===== src/rtl/lfsr_hd_analyzer.sv =====
// Streaming Hamming-distance statistics stage for consecutive LFSR patterns.
// Accumulates HD sum/count/min/max per session and computes the average with a restoring divider.
module lfsr_hd_analyzer #(
    parameter  int W     = 8,
    parameter  int CNT_W = 8,
    localparam int HW    = $clog2(W + 1),
    localparam int SUM_W = CNT_W + HW
) (
    input  logic             clk,
    input  logic             rst,
    input  logic             start,
    input  logic             pat_valid,
    input  logic [W-1:0]     pat,
    output logic             pat_ready,
    input  logic             done_req,
    output logic [HW-1:0]    hd,
    output logic [SUM_W-1:0] hd_sum,
    output logic [CNT_W-1:0] run_cnt,
    output logic [HW-1:0]    hd_min,
    output logic [HW-1:0]    hd_max,
    output logic [SUM_W-1:0] avg_q,
    output logic [CNT_W-1:0] avg_r,
    output logic             busy,
    output logic             res_valid
);

    localparam int DC_W = $clog2(SUM_W + 1);
    localparam logic [CNT_W-1:0] CNT_MAX = '1;
    localparam logic [DC_W-1:0]  DIV_LAST = DC_W'(SUM_W);

    typedef enum logic [1:0] {
        IDLE,
        COLLECT,
        DIVIDE,
        DONE
    } state_t;

    state_t state;
    logic have_prev;
    logic [W-1:0] prev;

    logic [SUM_W-1:0] div_quo;
    logic [CNT_W-1:0] div_rem;
    logic [CNT_W-1:0] div_dvs;
    logic [DC_W-1:0]  div_cnt;

    logic                    xfer;
    logic                    sample;
    logic [HW-1:0]           h;
    logic [SUM_W-1:0]        sum_nxt;
    logic [CNT_W-1:0]        cnt_nxt;
    logic [CNT_W:0]          rem_sh;
    logic signed [CNT_W:0]   rem_diff;
    logic                    quo_bit;
    logic [CNT_W-1:0]        rem_nxt;

    function automatic logic [HW-1:0] popcount(input logic [W-1:0] v);
        logic [HW-1:0] c;
        c = '0;
        for (int i = 0; i < W; i++) begin
            c = c + HW'(v[i]);
        end
        return c;
    endfunction

    always_comb begin
        xfer     = (state == COLLECT) && pat_valid && pat_ready;
        sample   = xfer && have_prev;
        h        = popcount(pat ^ prev);
        sum_nxt  = sample ? hd_sum + SUM_W'(h) : hd_sum;
        cnt_nxt  = sample ? run_cnt + CNT_W'(1) : run_cnt;
        // Remainder stays below the divisor, so the sign of the trial difference decides the quotient bit.
        rem_sh   = {div_rem, div_quo[SUM_W-1]};
        rem_diff = $signed(rem_sh - {1'b0, div_dvs});
        quo_bit  = ~rem_diff[CNT_W];
        rem_nxt  = quo_bit ? rem_diff[CNT_W-1:0] : rem_sh[CNT_W-1:0];
    end

    // Datapath registers carry no reset; their contents are qualified by the control state.
    always_ff @(posedge clk) begin
        if (xfer) begin
            prev <= pat;
        end
        if (state == COLLECT && done_req) begin
            div_quo <= sum_nxt;
            div_dvs <= cnt_nxt;
            div_rem <= '0;
        end else if (state == DIVIDE && div_cnt != DIV_LAST) begin
            div_quo <= {div_quo[SUM_W-2:0], quo_bit};
            div_rem <= rem_nxt;
        end
    end

    always_ff @(posedge clk) begin
        if (rst) begin
            state     <= IDLE;
            have_prev <= 1'b0;
            hd        <= '0;
            hd_sum    <= '0;
            run_cnt   <= '0;
            hd_min    <= '0;
            hd_max    <= '0;
            avg_q     <= '0;
            avg_r     <= '0;
            busy      <= 1'b0;
            res_valid <= 1'b0;
            pat_ready <= 1'b0;
            div_cnt   <= '0;
        end else if (start) begin
            state     <= COLLECT;
            have_prev <= 1'b0;
            hd_sum    <= '0;
            run_cnt   <= '0;
            hd_min    <= HW'(W);
            hd_max    <= '0;
            avg_q     <= '0;
            avg_r     <= '0;
            busy      <= 1'b1;
            res_valid <= 1'b0;
            pat_ready <= 1'b1;
            div_cnt   <= '0;
        end else begin
            case (state)
                COLLECT: begin
                    if (xfer) begin
                        have_prev <= 1'b1;
                    end
                    if (sample) begin
                        hd      <= h;
                        hd_sum  <= sum_nxt;
                        run_cnt <= cnt_nxt;
                        if (h < hd_min) hd_min <= h;
                        if (h > hd_max) hd_max <= h;
                    end
                    if (done_req) begin
                        state     <= DIVIDE;
                        pat_ready <= 1'b0;
                        div_cnt   <= '0;
                    end else begin
                        pat_ready <= (cnt_nxt != CNT_MAX);
                    end
                end
                DIVIDE: begin
                    // One extra cycle after the last quotient bit publishes the result.
                    if (div_cnt == DIV_LAST) begin
                        state     <= DONE;
                        busy      <= 1'b0;
                        res_valid <= 1'b1;
                        avg_q     <= (div_dvs == '0) ? '0 : div_quo;
                        avg_r     <= (div_dvs == '0) ? '0 : div_rem;
                    end else begin
                        div_cnt <= div_cnt + DC_W'(1);
                    end
                end
                default: begin
                end
            endcase
        end
    end

endmodule


===== config.mk =====
export PLATFORM = sky130hd
export DESIGN_NAME = lfsr_hd_analyzer
export DESIGN_NICKNAME = d
export VERILOG_FILES = /design/src/rtl/lfsr_hd_analyzer.sv
export SDC_FILE = /design/constraint.sdc
export NUM_CORES = 1
export LEC_CHECK = 0
export BUFFER_PORTS_ARGS = -buffer_cell sky130_fd_sc_hd__buf_2
export CAP_MARGIN = 20
export CORE_MARGIN = 1.5
export CORE_UTILIZATION = 50
export DETAILED_ROUTE_END_ITERATION = 10
export PLACE_DENSITY = 0.74
export REMOVE_ABC_BUFFERS = 1
export SLEW_MARGIN = 25
export SYNTH_ARGS = -nofsm -noshare
export SYNTH_HDL_FRONTEND = slang
export SYNTH_SLANG_ARGS = --single-unit

===== constraint.sdc =====
create_clock -name clk -period 4.3 [get_ports clk]
set_input_delay 0.43 -clock clk [delete_from_list [all_inputs] [get_ports clk]]
set_output_delay 0.43 -clock clk [all_outputs]
set_load 0.02 [all_outputs]

# Word level (Yosys, flattened, before mapping)
# Index checks and enable logic that the tools add are counted.
# W data, S select, Z words.
# word_totals
in_bits	13
ff_bits	98
# classes
muxes	24
n_reduce_logical	26
n_addsub	11
magnitude_cmp	2
bitwise	3
eq_ne	10
# op_table
operator	count
$mux W12	4
$mux W4	6
$mux W8	3
$reduce_and A3 Y1	7
$add A4 B1 Y4	4
$reduce_bool A2 Y1	7
$add A12 B4 Y12	1
$sub A9 B8 Y9	1
$add A8 B1 Y8 const B	1
$logic_not A8 Y1	1
$ne A8 B8 Y1 const B	1
$pmux W4 S2	1
$reduce_and A2 Y1	4
$xor A8 B8 Y8	1
$mux W1	7
$logic_and A1 B1 Y1	5
$add A3 B1 Y4	1
$add A4 B1 Y4 const B	1
$eq A4 B4 Y1 const B	1
$gt A4 B4 Y1	1
$lt A4 B4 Y1	1
$mux W2	2
$ne A2 B2 Y1 const B	2
$ne A4 B4 Y1 const B	1
11 further kinds	12

# Logic depth before layout (Yosys ltp)
# Gate-level depths: netlist of run 1.
# depth
ltp_word	13
ltp_mapped	17

# Worst setup path before layout of run 1
# Ideal clock, no wire load.
# synth_path
path_kind	in2reg
start	input pat[0]
end	register div_quo[11], data pin
t_arrival_ps	4267
slack_ps	-236
required_ps	4030
setup_ps	270
path_stages	16
path_cell_list	xnor2_1 > fa_1 > inv_1 > fa_1 > inv_1 > fa_1 > inv_1 > ha_1 > fa_1 > xor2_1 > ha_1 > a21o_1 > a21oi_1 > nor4b_1 > xnor2_1 > o21ai_0
# synth_via
elab_chain_len	11
# synth_lines
item	line_no	text
start, declared	13	input logic [W-1:0] pat,
$xor A8 B8 Y8	69	h = popcount(pat ^ prev);
$add A1 B1 Y2	61	c = c + HW'(v[i]);
$add A2 B1 Y3	61	
$add A3 B1 Y4	61	
$add A4 B1 Y4 (4 in a row)	61	
named net h[2]	49	logic [HW-1:0] h;
$add A12 B4 Y12	70	sum_nxt = sample ? hd_sum + SUM_W'(h) : hd_sum;
$mux W12	70	
$mux W12	84	if (state == COLLECT && done_req) begin
end signal, assigned	85	div_quo <= sum_nxt;
end signal, assigned	89	div_quo <= {div_quo[SUM_W-2:0], quo_bit};
end, declared	42	logic [SUM_W-1:0] div_quo;
# The timed path passes the listed nets, and every way through them passes these cells.
# A chain may end at the register's enable or synchronous reset.

# Final worst setup path of run 1
# layout_path
start	register prev[3]
end	register div_quo[11], data pin
# layout_via
elab_chain_len	9
# layout_lines
item	line_no	text
start, declared	40	logic [W-1:0] prev;
start signal, assigned	82	prev <= pat;
$xor A8 B8 Y8	69	
$add A3 B1 Y4	61	
$add A4 B1 Y4 (4 in a row)	61	
named net h[1]	49	
$add A12 B4 Y12	70	
$mux W12	70	
$mux W12	84	
# The timed path passes the listed nets, and every way through them passes these cells.

==> results of run 1 <==
[metrics by stage]
stage,TNS [ps],hold WS (ps)
3_5_place_dp,-10440,435.5
2_1_floorplan,-2192,466.4
6_report,-1725,248.3
5_1_grt,-6542,242.5
3_3_place_gp,-8096,429.2
4_1_cts,-1019,242.4
[sequential cells by signal, summed over array words and instances (netlist names), 8 cells and up]
name / count
avg_q: 12
div_quo: 12
hd_sum: 12
avg_r: 8
div_dvs: 8
div_rem: 8
prev: 8
run_cnt: 8
[placed cells by master, fill, tap and decap left out, types with 3 or more instances in the layout]
master                     instances
sky130_fd_sc_hd__buf_4            21
sky130_fd_sc_hd__o21a_1            5
sky130_fd_sc_hd__buf_6             5
sky130_fd_sc_hd__xnor2_2           6
sky130_fd_sc_hd__buf_2            67
sky130_fd_sc_hd__nor3_1            3
sky130_fd_sc_hd__a21o_1            5
sky130_fd_sc_hd__nand2b_1          3
sky130_fd_sc_hd__nand3_1          12
sky130_fd_sc_hd__a21oi_1          16
sky130_fd_sc_hd__nand2_1          37
sky130_fd_sc_hd__dfxtp_1          70
sky130_fd_sc_hd__edfxtp_1         28
sky130_fd_sc_hd__xnor2_1          20
sky130_fd_sc_hd__o21ai_1           6
sky130_fd_sc_hd__nor2_1           57
sky130_fd_sc_hd__clkbuf_8          9
sky130_fd_sc_hd__inv_1            30
sky130_fd_sc_hd__xor2_1            8
sky130_fd_sc_hd__o311ai_0          3
sky130_fd_sc_hd__ha_1             23
sky130_fd_sc_hd__nor2b_1           4
sky130_fd_sc_hd__a22oi_1          20
sky130_fd_sc_hd__nand4_1           5
sky130_fd_sc_hd__fa_1              4
sky130_fd_sc_hd__inv_6             3
sky130_fd_sc_hd__mux2i_1          14
sky130_fd_sc_hd__o21ai_0          19
sky130_fd_sc_hd__and2_1           10
[timing repair]
action / CTS / global route
setup endpoints to repair: 28 / 26
pin swaps: 21 / 12
gates resized for setup: 29 / 19
buffers inserted: 8 / 4
[power breakdown]
group	internal [µW]	total (µW)	leakage [µW]	switching [µW]
Combinational	264	504	0.00142	240
Sequential	967	980	0.000826	13.0
Clock	222	585	0.0000965	363
Total	1450	2070	0.00235	616
[logic make-up after synthesis]
logic type               count (synthesis)
multiplexers                            14
XOR/XNOR                                36
flip-flops                              98
adder cells (fa/ha/maj)                 32
AO/OA/AOI/OAI                           88
buffers and inverters                   52
AND/OR/NAND/NOR                        158
[worst max-delay path, cell delays in order (launching register included)]
cell and delay, ps:
sky130_fd_sc_hd__edfxtp_1 430, sky130_fd_sc_hd__xnor2_2 170, sky130_fd_sc_hd__fa_1 530, sky130_fd_sc_hd__inv_1 50, sky130_fd_sc_hd__fa_1 490, sky130_fd_sc_hd__inv_2 40
sky130_fd_sc_hd__fa_1 490, sky130_fd_sc_hd__inv_1 40, sky130_fd_sc_hd__ha_2 190, sky130_fd_sc_hd__fa_2 550, sky130_fd_sc_hd__ha_1 230, sky130_fd_sc_hd__a21o_1 160
sky130_fd_sc_hd__a21o_1 200, sky130_fd_sc_hd__a21oi_4 270, sky130_fd_sc_hd__nor4b_2 90, sky130_fd_sc_hd__xnor2_1 220, sky130_fd_sc_hd__o21ai_1 90
[worst max-delay path by stage]
stage	slack [ps]	from	endpoint	depth (start not counted)
floorplan	-240	pat[0]	div_quo[11]	16
global placement	-450	pat[0]	div_quo[11]	17
detailed placement	-550	pat[0]	hd_max[2]	18
CTS	-130	prev[3]	hd_min[0]	17
global route	-380	prev[3]	div_quo[11]	16
finish	-170	prev[3]	div_quo[11]	16
[synthesized netlist by cell type, types with 2 or more instances]
master,n
sky130_fd_sc_hd__a211oi_1,2
sky130_fd_sc_hd__a21o_1,5
sky130_fd_sc_hd__a21oi_1,20
sky130_fd_sc_hd__a22oi_1,20
sky130_fd_sc_hd__and2_1,10
sky130_fd_sc_hd__and3_1,2
sky130_fd_sc_hd__buf_4,2
sky130_fd_sc_hd__clkbuf_1,18
sky130_fd_sc_hd__dfxtp_1,70
sky130_fd_sc_hd__edfxtp_1,28
sky130_fd_sc_hd__fa_1,6
sky130_fd_sc_hd__ha_1,26
sky130_fd_sc_hd__inv_1,31
sky130_fd_sc_hd__mux2i_1,14
sky130_fd_sc_hd__nand2_1,38
sky130_fd_sc_hd__nand2b_1,4
sky130_fd_sc_hd__nand3_1,14
sky130_fd_sc_hd__nand4_1,5
sky130_fd_sc_hd__nor2_1,61
sky130_fd_sc_hd__nor2b_1,5
sky130_fd_sc_hd__nor3_1,5
sky130_fd_sc_hd__nor4_1,3
sky130_fd_sc_hd__o21a_1,5
sky130_fd_sc_hd__o21ai_0,26
sky130_fd_sc_hd__o311ai_0,3
sky130_fd_sc_hd__o31a_1,2
sky130_fd_sc_hd__or2_2,2
sky130_fd_sc_hd__or3_1,2
sky130_fd_sc_hd__xnor2_1,26
sky130_fd_sc_hd__xor2_1,9
[metal layers]
layer	track usage, %	routed length, µm	vias up
li1	-	-	1813
met1	27.46	4552	1783
met2	35.88	5088	89
met3	5.833	566	12
met4	4.984	102	0
met5	0	0	-
[area by class of cell]
type	instances	area, µm²
fill	759	3510
multi-input combinational	328	2409
sequential	98	2242
timing repair buffer	93	549.3
tap	111	138.9
clock buffer	9	123.9
inverter	32	120.1
clock inverter	7	60.06
==> summary.md, run 1 <==
The flow ran to the end, but the final reports show violations. The final reports fail on negative setup slack. Post-synthesis compound-gate area fraction: 12.10%. Using the TritonRoute via totals, the vias-per-cell ratio works out to 5.453. The synthesized design contains 98 register bits.

The total number of vias is 3697, and the internal reg-to-reg setup slack is -170 ps. The number of endpoints with negative hold slack in the final report is 0. Once the floorplan was initialized, standard cells occupied 50.96% of the core. Hold-critical path depth: 1. For this design the static power due to leakage is 0.002345 µW. Yosys printed 0 warnings.

The number of cell instances on the worst register-to-register path was 16. TritonCTS built the clock tree. The slack of the critical path is -169.9 ps. The setup path with the least slack is of type flop to flop. The endpoint identified for the worst register-to-register timing path is div_quo[11].

After detailed routing, the average wire length per cell comes to 15.21 µm. OpenSTA, run right after detailed placement, puts the worst setup slack at -553.7 ps. The min-delay analysis places its worst path in the category input port to flop. The synthesized netlist devotes 16.01% of its cell area to simple gates. Final non-filler cell total: 678.

Summed over all instances, the cell type with the most area after synthesis is sky130_fd_sc_hd__dfxtp_1. VDD sags by at most 196.5 µV. The global placement routability congestion is 0.8208, and the number of slew-limit violations in the final report is 0. Summing every instance area after synthesis gives 4664 µm². The portion of synthesized area spent on multiplexers is 3.004%. The detailed router finished its first iteration with 191 violations.

The xor-xnor portion of the synthesized cell area is 6.921%, and the final instance area is 5643 µm². The clock-pin slew on the worst setup and hold paths works out to 110 ps. The number of setup violations in the final report was 20.

By area the synthesized netlist is led by sky130_fd_sc_hd__dfxtp_1 (30%), sky130_fd_sc_hd__edfxtp_1 (18%), sky130_fd_sc_hd__ha_1 (7.0%). Buffers inserted during clock tree synthesis total 9. In this run the vertical extent of the chip is 99.59 µm. The worst path in the final design needs a cycle of 4470 ps, including I/O delays and setup. Data on the critical path arrives at its endpoint at 4600 ps.

For the number of standard cells after synthesis, the log shows 478. For the antenna violation net count after detailed routing, the log shows 0. The wire length of the first global-routing pass was 16890 µm. The via count of the first global-routing pass is 3546, and the first-pass iteration count of the detailed router is 4. Setup repair after global routing could not meet its margin everywhere. For this run, the leading register cell type out of synthesis is sky130_fd_sc_hd__dfxtp_1. The maximum level of the CTS H-tree is 3, and the fraction of layout cells with a size suffix above 1 is 26.28%. Synthesized area divided by synthesized cell count: 9.758 µm². The worst register-to-register path begins at prev[3]. The share of flip-flops with an asynchronous set or reset after synthesis came out at 0%. The number of hold buffers added after cts is 0, and the number of antenna violations at the first check in global routing is 0.

The share of synthesized area occupied by flip-flops and latches came out at 48.07%. The clock root buffer master was sky130_fd_sc_hd__clkbuf_8. Derived from the worst setup path, the maximum achievable clock frequency is 223.7 MHz. The synthesized design contains 28 enable-type register cells. The synthesized netlist devotes 9.549% of its cell area to adder and majority cells. The number of instances in the placed design is 651, and the total power of the final layout is 2068 µW. Dividing the final minimum period by the clock period gives 104.0%. The maximum number of pins on one net before global-route repair came out at 42. Data on the critical path is required at its endpoint by 4430 ps. The post-synthesis cell type count came out at 44.

The post-route core utilization came out at 61.65%. The clock passes through at most 2 buffers. The tree built by TritonCTS fans out to 98 sinks.

In this run the most critical hold path is launched from pat[1]. The HPWL after detailed placement is 7020 µm. On the final layout, the worst clock skew is 19.02 ps. The maximum fanout count along the critical path was 4; the number of nets in the finished design was 607. The global routing usage summed across all routing layers is 21.32%. By area, the combinational part of the netlist is dominated by simple AND/OR/NAND/NOR gates. The global-route congestion overflow total is 0, and the die width is 99.59 µm. The count of port buffers added during placement came out at 67. The slew at the pin closest to its max-slew limit is 825.3 ps, and the floorplan row count is 35. STA classifies the critical path startpoint as a flop. The routed wire length is 10310 µm.

Power density of the placed cells: 366.5 nW/µm². Of the post-synthesis cell area, the dominant cell type holds 30.04%. Across the run, the number of max-cap violations was 0. The antenna cell count is 0. The worst-case hold path end point was prev[1]. The relative slew slack was 44.98%; the insertion delay to the later sink of the worst-skew pair was 390 ps. STA classifies the critical path endpoint as a flop. For the standard cell area after detailed placement, the log shows 5169 µm². The tools report the number of design rule violations left after detail routing as 0. The run gives 9153 µm² as the core area.

The layout overhead on the synthesized area works out to 20.98%. The count of boundary I/O pins is 68. The area of the die was 9917 µm².
Note: power is estimated with default switching activity, not from simulation.
==> run 2: changes to the inputs <==
CORE_UTILIZATION = 40   (was 50)
PLACE_DENSITY = default   (was 0.74)
==> run 2 against run 1 <==
  * Global-route usage fell by 3.9 points
  * Design area rose by 3.6%
  * Largest power group unchanged
  * Clock power rose by 49%
  * Via count fell by 2.4%
  * Sequential share of layout area fell by 1.4 points
  * The flow still finishes with violations (negative setup slack)
  * Clock skew fell by 14 ps
  * Non-clock buffer count rose by 1
  * Highest routed layer unchanged
==> summary.md, run 2 (same netlist as run 1, synthesis figures left out) <==
The logs give 227.1 MHz for the upper clock frequency limit and 0 for the number of slew-limit violations in the final report. The post-detailed-route wirelength per cell was 14.44 µm; the first-pass iteration count of the detailed router was 4. For the number of filler cells placed in the layout, the log shows 1071.

The total number of vias is 3608. In this run the standard cell core region covers 11420 µm². In this run the remaining antenna-violating nets after routing total 0. The tools report the startpoint of the most critical register-to-register path as prev[3].

At the later pin of the worst-skew pair, clock insertion delay measures 340 ps. Once the floorplan was initialized, standard cells occupied 40.85% of the core. STA classifies the critical path endpoint as a flop. The first global-routing pass estimated 17150 µm of wire. In this run the critical register-to-register path is captured at div_quo[9]. The run gives 3 as the maximum level of the CTS H-tree. The clock root buffer master was sky130_fd_sc_hd__clkbuf_16. The number of antenna violations at the first check in global routing came out at 0. The floorplan step defined a die boundary enclosing 12320 µm².

The via count of the first global-routing pass is 3547, and the fraction of layout cells with a size suffix above 1 is 25.88%. The number of endpoints with negative hold slack in the final report was 0; the antenna cell count was 0. The global routing usage summed across all routing layers is 17.37%, and the maximum fanout count along the critical path is 4. The checks that failed: negative setup slack. Layout overhead on the synthesized area: 25.35%. Sequential cells burn 42.4% of the power. The top cell types in the final layout, fill and taps aside, are sky130_fd_sc_hd__dfxtp_1 (70), sky130_fd_sc_hd__buf_2 (67), sky130_fd_sc_hd__nor2_1 (58).

The HPWL after detailed placement is 7155 µm. The mean number of vias per cell works out to 5.075. The worst hold path begins at pat[1]. The number of instances in the placed design is 687, and the slew at the pin closest to its max-slew limit is 826.8 ps. The switching share of power was 25.17%; the ratio of final minimum period to clock period was 102.4%.

The worst pin sits at a relative slew slack of 44.88%. In this run the static leakage power is 0.002432 µW. Number of setup violations in the final report: 18. The clock drives 98 sinks. Setup repair after global routing could not meet its margin everywhere.

Class of the worst hold path: input port to flop. Slack of the critical path: -103.1 ps. At the end of routability-driven placement, the weighted congestion stood at 0.7965.

The power density of the placed cells came out at 394.6 nW/µm². Internal power: 1726 µW. The clock network accounts for 37.8% of the total power. The most frequent standard cell in the layout excluding fill and tap cells was sky130_fd_sc_hd__dfxtp_1. For the floorplan row count, the log shows 39. TritonCTS built the clock tree.

The largest registers in the layout are avg_q (12), div_quo (12), hd_sum (12). Across the run, the number of max-cap violations was 0. The tools report the pre-CTS worst setup slack as -526.8 ps. In the final design database the tool counted 608 nets. The count of port buffers added during placement was 67; the routed wire length was 10270 µm.

The internal reg-to-reg setup slack was -100 ps; the largest buffer count on any clock path was 2. Traced cell by cell, the critical path runs through xnor2_2, fa_1, inv_1, fa_1, inv_2, fa_1, inv_1, ha_2, fa_2, ha_4, a21o_1, a21o_1, a21oi_2, buf_6, nor4_2, xnor2_1, o21ai_1. Number of clock buffers inserted by TritonCTS: 9.

For this run, the slowest stage of the critical path takes 570 ps. The die width came out at 111.0 µm. The number of hold buffers added after cts was 0; the required time at the worst-slack endpoint was 4380 ps. The critical path data arrival time was 4480 ps. The run finished, with violations left.

The number of cell instances on the worst register-to-register path came out at 17. By startpoint and endpoint, the worst setup path is classified as flop to flop. The net switching component of the power was 580.5 µW; the final period demand of the worst path was 4403 ps. On the final layout, the worst clock skew is 5.490 ps. The hold-critical path depth is 1, and the final non-filler cell total is 711. Global routing finished with a remaining overflow of 0. Entering global routing, the biggest net connects 42 pins. After clock tree synthesis, the clock-pin slew on the worst setup and hold paths is 70 ps. The tools report the peak ir drop on the vdd network as 208.0 µV. The worst-case hold path end point was prev[1]. The tools report the post-route setup TNS as -1053 ps. By instance count, the cell type seen most on the critical path is sky130_fd_sc_hd__fa_1. The die boundary height is 111.0 µm, and the first-iteration detailed-routing DRC count is 182. The proportion of power drawn by combinational gates is 19.7%. The number of design rule violations left after detail routing was 0. Pin placement for this block handled 68 I/O pins. The slowest stage of the critical path is the sky130_fd_sc_hd__fa_2 cell.

STA classifies the critical path startpoint as a flop.
==> run 2: power by group through the flow <==
stage | Combinational, µW | Sequential [µW] | Clock (µW)
after global routing | 510 | 981 | 929
final | 455 | 979 | 873
after detailed placement | 343 | 1000 | 0
after CTS | 409 | 979 | 892
after global placement | 328 | 999 | 0
after floorplan | 222 | 999 | 0
==> run 2: per-layer routing <==
layer,GRT usage (%),vias up,wire (µm)
met1,21.40,1712,4490
met3,3.390,11,490
li1,-,1812,-
met5,0,-,0
met4,7.521,0,121
met2,29.63,73,5163
==> run 2: how the worst max path moves through the flow <==
stage	start	endpoint	slack, ps	cells after the start
4_1_cts	prev[3]	div_quo[11]	-140	17
2_1_floorplan	pat[0]	div_quo[11]	-240	16
6_report	prev[3]	div_quo[9]	-100	17
5_1_grt	prev[3]	hd_min[2]	-300	17
3_3_place_gp	pat[0]	div_quo[11]	-450	18
3_5_place_dp	pat[0]	div_quo[11]	-530	18
==> run 2: what timing repair did <==
action,CTS,global route
pin swaps,20,19
gates resized for setup,23,27
setup endpoints to repair,26,26
buffers inserted,4,5
==> run 2: layout make-up <==
class | instances | area (µm²) | share of cell area [%]
multi-input cells | 328 | 2437 | 41.69
flip-flops and latches | 98 | 2242 | 38.35
repair buffers | 94 | 545.5 | 9.330
clock buffers | 12 | 246.5 | 4.216
well taps | 143 | 178.9 | 3.060
inverters | 32 | 120.1 | 2.054
clock inverters | 4 | 76.32 | 1.305
==> run 2: per-stage QoR <==
step	util, %	hold slack, ps	power, µW	instance area (µm²)
CTS	49.89	278.4	2280	5697
global placement	45.88	430.5	1327	5239
finish	51.21	288.8	2307	5847
floorplan	-	466.4	1221	4582
global route	51.21	284.6	2420	5847
detailed placement	45.88	438.2	1342	5239
==> run 2: worst max-delay path, delay by kind of cell (launching register included) <==
kind / cells / cell delay (ps)
adder cells (fa/ha/maj): 6 / 2480
AO/OA/AOI/OAI: 4 / 560
buffers and inverters: 4 / 290
flip-flops: 1 / 410
XOR/XNOR: 2 / 370
AND/OR/NAND/NOR: 1 / 50
